==> src/rtl/pipe_ctrl.sv <==
// pipe_ctrl: pipeline hazard / stall / halt controller for a 5-stage core.
// Generates write enables and bubble-insert flushes for the PC and the
// IF/ID, ID/EX, EX/MEM and MEM/WB registers. A watchdog bounds how long a
// data-memory access may stall the pipe before the core is stopped with err.
// Optional feature: define PIPE_CTRL_PERF_EN to add a 16-bit stall_cycles
// performance counter output.
module pipe_ctrl #(
  parameter int WD_MAX = 255
) (
  input  logic        clk,
  input  logic        rst,
  input  logic        load_use,
  input  logic        branch_taken,
  input  logic        mem_req,
  input  logic        mem_done,
  input  logic        halt_mem,
  output logic        pc_en,
  output logic        ifid_en,
  output logic        idex_en,
  output logic        exmem_en,
  output logic        memwb_en,
  output logic        ifid_flush,
  output logic        idex_flush,
  output logic        exmem_flush,
  output logic        memwb_flush,
  output logic        halted,
`ifdef PIPE_CTRL_PERF_EN
  output logic [15:0] stall_cycles,
`endif
  output logic        err
);

  localparam int CW = $clog2(WD_MAX + 1);

  typedef enum logic [1:0] {RUN, MEM_WAIT, DRAIN, HALTED} state_t;

  state_t          state, next_state;
  logic [CW-1:0]   wd_cnt;
  logic            wd_expire;
  logic            halted_q, err_q;
  logic            mem_stall;

  // An access that has not completed this cycle freezes everything up to MEM.
  assign mem_stall = mem_req & ~mem_done;

  // State register; reset is synchronous and wins from any state.
  // NOTE: sequential state uses non-blocking (<=) so every flop samples the
  // pre-edge values of its inputs, independent of statement order.
  always_ff @(posedge clk) begin
    if (rst) state <= RUN;
    else     state <= next_state;
  end

  // Next-state logic; wd_expire flags the watchdog giving up on memory.
  // NOTE: every always_comb target gets a default first, so no path leaves it
  // unassigned and no latch is inferred.
  always_comb begin
    next_state = state;
    wd_expire  = 1'b0;
    case (state)
      RUN: begin
        if (mem_stall)     next_state = MEM_WAIT;
        else if (halt_mem) next_state = DRAIN;
      end
      MEM_WAIT: begin
        if (mem_done) next_state = RUN;
        else if (wd_cnt == CW'(WD_MAX)) begin
          next_state = HALTED;
          wd_expire  = 1'b1;
        end
      end
      DRAIN:   next_state = HALTED;
      default: next_state = HALTED;
    endcase
  end

  // Watchdog counter: loads 1 on stall entry, counts waiting cycles,
  // saturates at WD_MAX, clears whenever the pipe is not waiting on memory.
  always_ff @(posedge clk) begin
    if (rst) begin
      wd_cnt <= '0;
    end else if (state == RUN && mem_stall) begin
      wd_cnt <= CW'(1);
    end else if (state == MEM_WAIT && !mem_done) begin
      if (wd_cnt != CW'(WD_MAX)) wd_cnt <= wd_cnt + CW'(1);
    end else begin
      wd_cnt <= '0;
    end
  end

  // Registered status: halted follows entry into HALTED, err is sticky.
  always_ff @(posedge clk) begin
    if (rst) begin
      halted_q <= 1'b0;
      err_q    <= 1'b0;
    end else begin
      halted_q <= (next_state == HALTED);
      err_q    <= err_q | wd_expire;
    end
  end

  assign halted = halted_q;
  assign err    = err_q;

  // Output decode from state and inputs, highest priority first.
  always_comb begin
    pc_en       = 1'b1;
    ifid_en     = 1'b1;
    idex_en     = 1'b1;
    exmem_en    = 1'b1;
    memwb_en    = 1'b1;
    ifid_flush  = 1'b0;
    idex_flush  = 1'b0;
    exmem_flush = 1'b0;
    memwb_flush = 1'b0;
    if (rst) begin
      {pc_en, ifid_en, idex_en, exmem_en, memwb_en} = '0;
      {ifid_flush, idex_flush, exmem_flush, memwb_flush} = '1;
    end else begin
      case (state)
        HALTED: begin
          {pc_en, ifid_en, idex_en, exmem_en, memwb_en} = '0;
        end
        DRAIN: begin
          {pc_en, ifid_en, idex_en, exmem_en} = '0;
          memwb_flush = 1'b1;
        end
        MEM_WAIT: begin
          // The release cycle (mem_done=1) runs with plain defaults.
          if (!mem_done) begin
            {pc_en, ifid_en, idex_en, exmem_en} = '0;
            memwb_flush = 1'b1;
          end
        end
        default: begin
          if (mem_stall) begin
            {pc_en, ifid_en, idex_en, exmem_en} = '0;
            memwb_flush = 1'b1;
          end else if (halt_mem) begin
            pc_en       = 1'b0;
            ifid_flush  = 1'b1;
            idex_flush  = 1'b1;
            exmem_flush = 1'b1;
          end else if (branch_taken) begin
            ifid_flush = 1'b1;
            idex_flush = 1'b1;
          end else if (load_use) begin
            pc_en      = 1'b0;
            ifid_en    = 1'b0;
            idex_flush = 1'b1;
          end
        end
      endcase
    end
  end

`ifdef PIPE_CTRL_PERF_EN
  // Counts every cycle the PC is frozen while the core is still alive.
  always_ff @(posedge clk) begin
    if (rst)                               stall_cycles <= '0;
    else if (!pc_en && state != HALTED)    stall_cycles <= stall_cycles + 16'd1;
  end
`endif

endmodule

==> config.mk <==
export PLATFORM = sky130hd
export DESIGN_NAME = pipe_ctrl
export DESIGN_NICKNAME = d
export VERILOG_FILES = /design/src/rtl/pipe_ctrl.sv
export SDC_FILE = /design/constraint.sdc
export NUM_CORES = 1
export LEC_CHECK = 0
export ABC_AREA = 1
export BUFFER_PORTS_ARGS = -buffer_cell sky130_fd_sc_hd__buf_2
export CELL_PAD_IN_SITES_DETAIL_PLACEMENT = 0
export CELL_PAD_IN_SITES_GLOBAL_PLACEMENT = 1
export CORE_MARGIN = 2
export CORE_UTILIZATION = 35
export CTS_BUF_LIST = sky130_fd_sc_hd__clkbuf_16
export DETAILED_ROUTE_END_ITERATION = 8
export GPL_ROUTABILITY_DRIVEN = 0
export GPL_TIMING_DRIVEN = 0
export PLACE_DENSITY = 0.87
export SYNTH_ARGS = -nofsm -noshare
export SYNTH_HDL_FRONTEND = slang
export SYNTH_SLANG_ARGS = --single-unit
==> constraint.sdc <==
create_clock -name clk -period 2.9 [get_ports clk]
set_input_delay 0.29 -clock clk [delete_from_list [all_inputs] [get_ports clk]]
set_output_delay 0.29 -clock clk [all_outputs]
set_load 0.01 [all_outputs]
After elaboration in Yosys (flattened, before gate mapping)
Cells that the tools add are included.

Output and inout bits: 11. Register bits: 12. Word-level logic and storage cells: 70.

Add/subtract/negate cells: 1. Bitwise operators: 4. Muxes and demuxes: 46. Reductions and logical operators: 7. Equality and inequality tests: 7.

Operator list (number): 1-bit 2-to-1 mux (37); 8-bit by 1-bit adder with 8-bit output (second input constant) (1); 8-bit equality test (second input constant) (1); 2-bit 2-to-1 mux (4); 8-bit != test (second input constant) (1); 2-bit equality test (second input constant) (3); 1-bit one-hot mux with 2 select lines (3); 3-bit OR reduction (2); 2-bit one-hot mux with 2 select lines (1); 3-bit by 2-bit != test with 1-bit output (second input constant) (1); 1-bit one-hot mux with 3 select lines (1); 2-bit by 1-bit equality test with 1-bit output (second input constant) (1); 1-bit logical AND (2); 2-bit zero test (1); 1-bit inverter (2); 2-bit OR reduction (1); 1-bit bitwise AND (1); 1-bit zero test (1); 1-bit OR (1).

Longest topological paths before layout
Word-level depth: 6. Mapped depth: 7.

Least setup slack after synthesis
Ideal clock, no wire load.

Path kind: flip-flop to output port. From: register state[1]. To: output idex_en. Data required time: 2.610 ns. Slack: 1.632 ns. Data arrival time: 0.978 ns. Stages on the path, launching flop included: 7. Path through: dfxtp_1 > inv_1 > nand2_1 > nor2_1 > nand2_1 > inv_1 > buf_4.

Cells in the longest elaborated chain, start to end: 4.

Ends and longest elaborated chain: start, declared (RTL line 37) `state_t state, next_state;`; start signal, assigned (RTL line 51) `else state <= next_state;`; 2-bit equality test; 2-bit OR reduction (no source line); 1-bit one-hot mux with 2 select lines (*); 1-bit 2-to-1 mux (*); end, declared (RTL line 19) `output logic idex_en,`.

Every way passes the cells marked *; elsewhere a longest branch is shown, timed or not.

Worst setup path in the final report
From: register state[1]. To: output idex_en.

Cells in the longest elaborated chain, start to end: 4.

Ends and longest elaborated chain: 2-bit equality test (RTL line 120) `case (state)`; 2-bit OR reduction (no source line); 1-bit one-hot mux with 2 select lines (*) (RTL line 120); 1-bit 2-to-1 mux (*) (RTL line 116) `if (rst) begin`.

Marked as above.

==> impl_metrics.tcl <==
set metrics [dict create \
    die_h_um 48.6 \
    synth_simple_gate_area_frac 0.348 \
    pin_count 18 \
    finalSetupViolCount 0 \
    p_per_area_nw_per_um2 548 \
    worstReg2RegEnd "wd_cnt[5]$_SDFFE_PP0P_" \
    hp-start "rst" \
    r2r_setup_slack_ns 1.69 \
    crit_fanout 5 \
    grt_max_degree 7 \
    critPathBufInv 4 \
    critPathMaxStageDelay_ns 0.46 \
    antenna_found_initial 0 \
    synth_warnings 0 \
    fp.dieW_um 48.6 \
    antennaDiodeCount 0 \
    instances_no_fill 147 \
    period_needed_ns 1.74 \
    holdPathEnd "halted$_SDFF_PP0_" \
    synthAdderAreaFrac 0.0180 \
    cts_tree "done" \
    grt_usage 0.140 \
    synth_cells 100 \
    hold_path_class "input pin to register" \
    crit_arrival_ns 1.45 \
    end_kind "output pin" \
    final_hold_viol_count 0 \
    cap_viol_max_count 0 \
    avgRoutedWirePerCell_um 9.65 \
    grt_overflow 0 \
    root_buffer "clkbuf_16" \
    die-area_um2 2360 \
    final_max_slew_viol_count 0 \
    dr.pass1.iters 4 \
    worst_slew_pin_slew_ns 0.263 \
    rr_worst_depth 7 \
    critPathRequiredTime_ns 2.61 \
    area_growth_syn_to_layout_pct 27.8 \
    synth_cell_types 21 \
    cts_resized 0 \
    initial_core_util 0.363 \
    period_share 0.599 \
    synth_top_family_by_area "simple AND/OR/NAND/NOR gates" \
    dp.cells 144 \
    skew_ns 0.000497 \
    numCtsBuffers 3 \
    rsz0062_at_grt "no" \
    clk_path_buf_depth 2 \
    clkSlewWorstSetupHoldPaths_ns 0.04 \
    drtIter0Drc 5 \
    path_class "register to output pin" \
    ys_ff_latch 12 \
    muxShareOfSynthArea 0 \
    outcome "finished clean" \
    relSlewSlack 0.825 \
    wl_um 1420 \
    critPathSlowestCell "dfxtp_1" \
    grt_pass1_wl_um 2700 \
    ys_seq_area_frac 0.345 \
    path_cells "inv_1 > nand2_1 > nor2_1 > nand2_1 > inv_1 > buf_4 > buf_2" \
    grt_pass1_vias 648 \
    fin_nets 130 \
    reg2reg_from "wd_cnt[0]$_SDFFE_PP0P_" \
    port-buffer-count 17 \
    cts_hold_buffers 0 \
    drcViolationCount 0 \
    post-route-util 0.464 \
    drive_gt1_frac 0.267 \
    hpwl_um 1110 \
    cts.htree.levels 1 \
    syn_area_per_cell_um2 6.97 \
    leakagePower_nw 0.415 \
    clk_latency_ns 0.24 \
    timing.setup.tns_ns 0 \
    cts_sinks 12 \
    core.rowCount 16 \
    crit_family "buffers and inverters" \
    viasPerCell 4.51 \
    ir_drop_uv 324 \
    min_path_cells 2 \
    num_vias 663 \
    synth-xor-area-share 0.0377 \
    core_area_um2 1920 \
    syn-cell-area_um2 697 \
    synth_compound_area_frac 0.138 \
    power_uw 488 \
    cts_setup_buffers 0 \
    start_kind "register" \
    synth_nets 108 \
    antenna_left 0 \
    fmax_mhz 576 \
]
## area by class of cell
type	instances	area (um^2)
inverters	19	71.3
well taps	27	33.8
plain buffers	1	7.51
multi-input cells	68	378
clock buffers	3	75.1
flip-flops and latches	12	240
repair buffers	17	85.1
fillers	209	1030
## cells in the mapped netlist
cell | instances | area [um^2]
inv_1 | 17 | 63.8
nand2_1 | 20 | 75.1
clkinv_1 | 1 | 3.75
nand2_2 | 3 | 18.8
a21oi_1 | 10 | 50.1
ha_1 | 1 | 12.5
o211ai_2 | 1 | 12.5
dfxtp_1 | 12 | 240
o21bai_1 | 1 | 7.51
inv_2 | 1 | 3.75
xnor2_1 | 1 | 8.76
a31oi_1 | 1 | 6.26
nand4_1 | 1 | 6.26
buf_4 | 1 | 7.51
xor2_1 | 2 | 17.5
nor3_1 | 1 | 5.00
nor2_4 | 4 | 45.0
nand3_2 | 2 | 20.0
nand3_1 | 10 | 50.1
nor2_1 | 6 | 22.5
o21ai_0 | 4 | 20.0
## placed cells by master (no fill, tap or decap)
cell and count:
nand2_1 20, inv_1 17, buf_2 17, dfxtp_1 12, nand3_1 10, a21oi_1 10, nor2_1 6, o21ai_0 4
nor2_4 4, nand2_2 3, clkbuf_16 3, nand3_2 2, xor2_1 2, o211ai_2 1, inv_2 1, nor3_1 1
o21bai_1 1, a31oi_1 1, clkinv_1 1, nand4_1 1, xnor2_1 1, ha_1 1, buf_4 1
## layer usage
metal	up-vias	global-route usage	routed length, um
met3	0	0.0463	81
met5	-	0	0
met1	290	0.160	628
met2	18	0.260	708
met4	0	0.0143	0
li1	355	-	-
## kinds of logic (layout without fill, tap and decap cells)
| logic type | count (synthesis) | in the layout |
|---|---|---|
| xor+xnor | 3 | 3 |
| flops | 12 | 12 |
| buf+inv | 20 | 40 |
| simple gates | 47 | 47 |
| fa+ha+maj | 1 | 1 |
| compound gates | 17 | 17 |
## worst max path at each step
stage	from	to	slack (ns)	depth (start not counted)
finish	state[1]$_SDFF_PP0_	idex_en	1.16	7
global placement	state[1]$_SDFF_PP0_	idex_en	1.44	7
floorplan	state[1]$_SDFF_PP0_	idex_en	1.63	6
detailed placement	state[1]$_SDFF_PP0_	idex_en	1.44	7
global route	state[1]$_SDFF_PP0_	idex_en	1.03	7
CTS	state[1]$_SDFF_PP0_	idex_en	1.17	7
## sequential cells by signal, summed over array words and instances (netlist names)
| name | flops |
|---|---|
| halted | 1 |
| state | 2 |
| err | 1 |
| wd_cnt | 8 |
## per-stage QoR
stage / instance area, um^2 / setup WS, ns / hold WS [ns]
floorplan: 697 / 1.63 / 0.359
global placement: 816 / 1.44 / 0.440
detailed placement: 816 / 1.44 / 0.444
CTS: 891 / 1.17 / 0.295
global route: 891 / 1.03 / 0.306
finish: 891 / 1.16 / 0.304
## power by group
part / switching (mW) / internal (mW)
combinational: 0.0389 / 0.0264
clock: 0.0675 / 0.179
sequential: 0.00604 / 0.170
No activity file was read; power rests on OpenSTA's default activity.
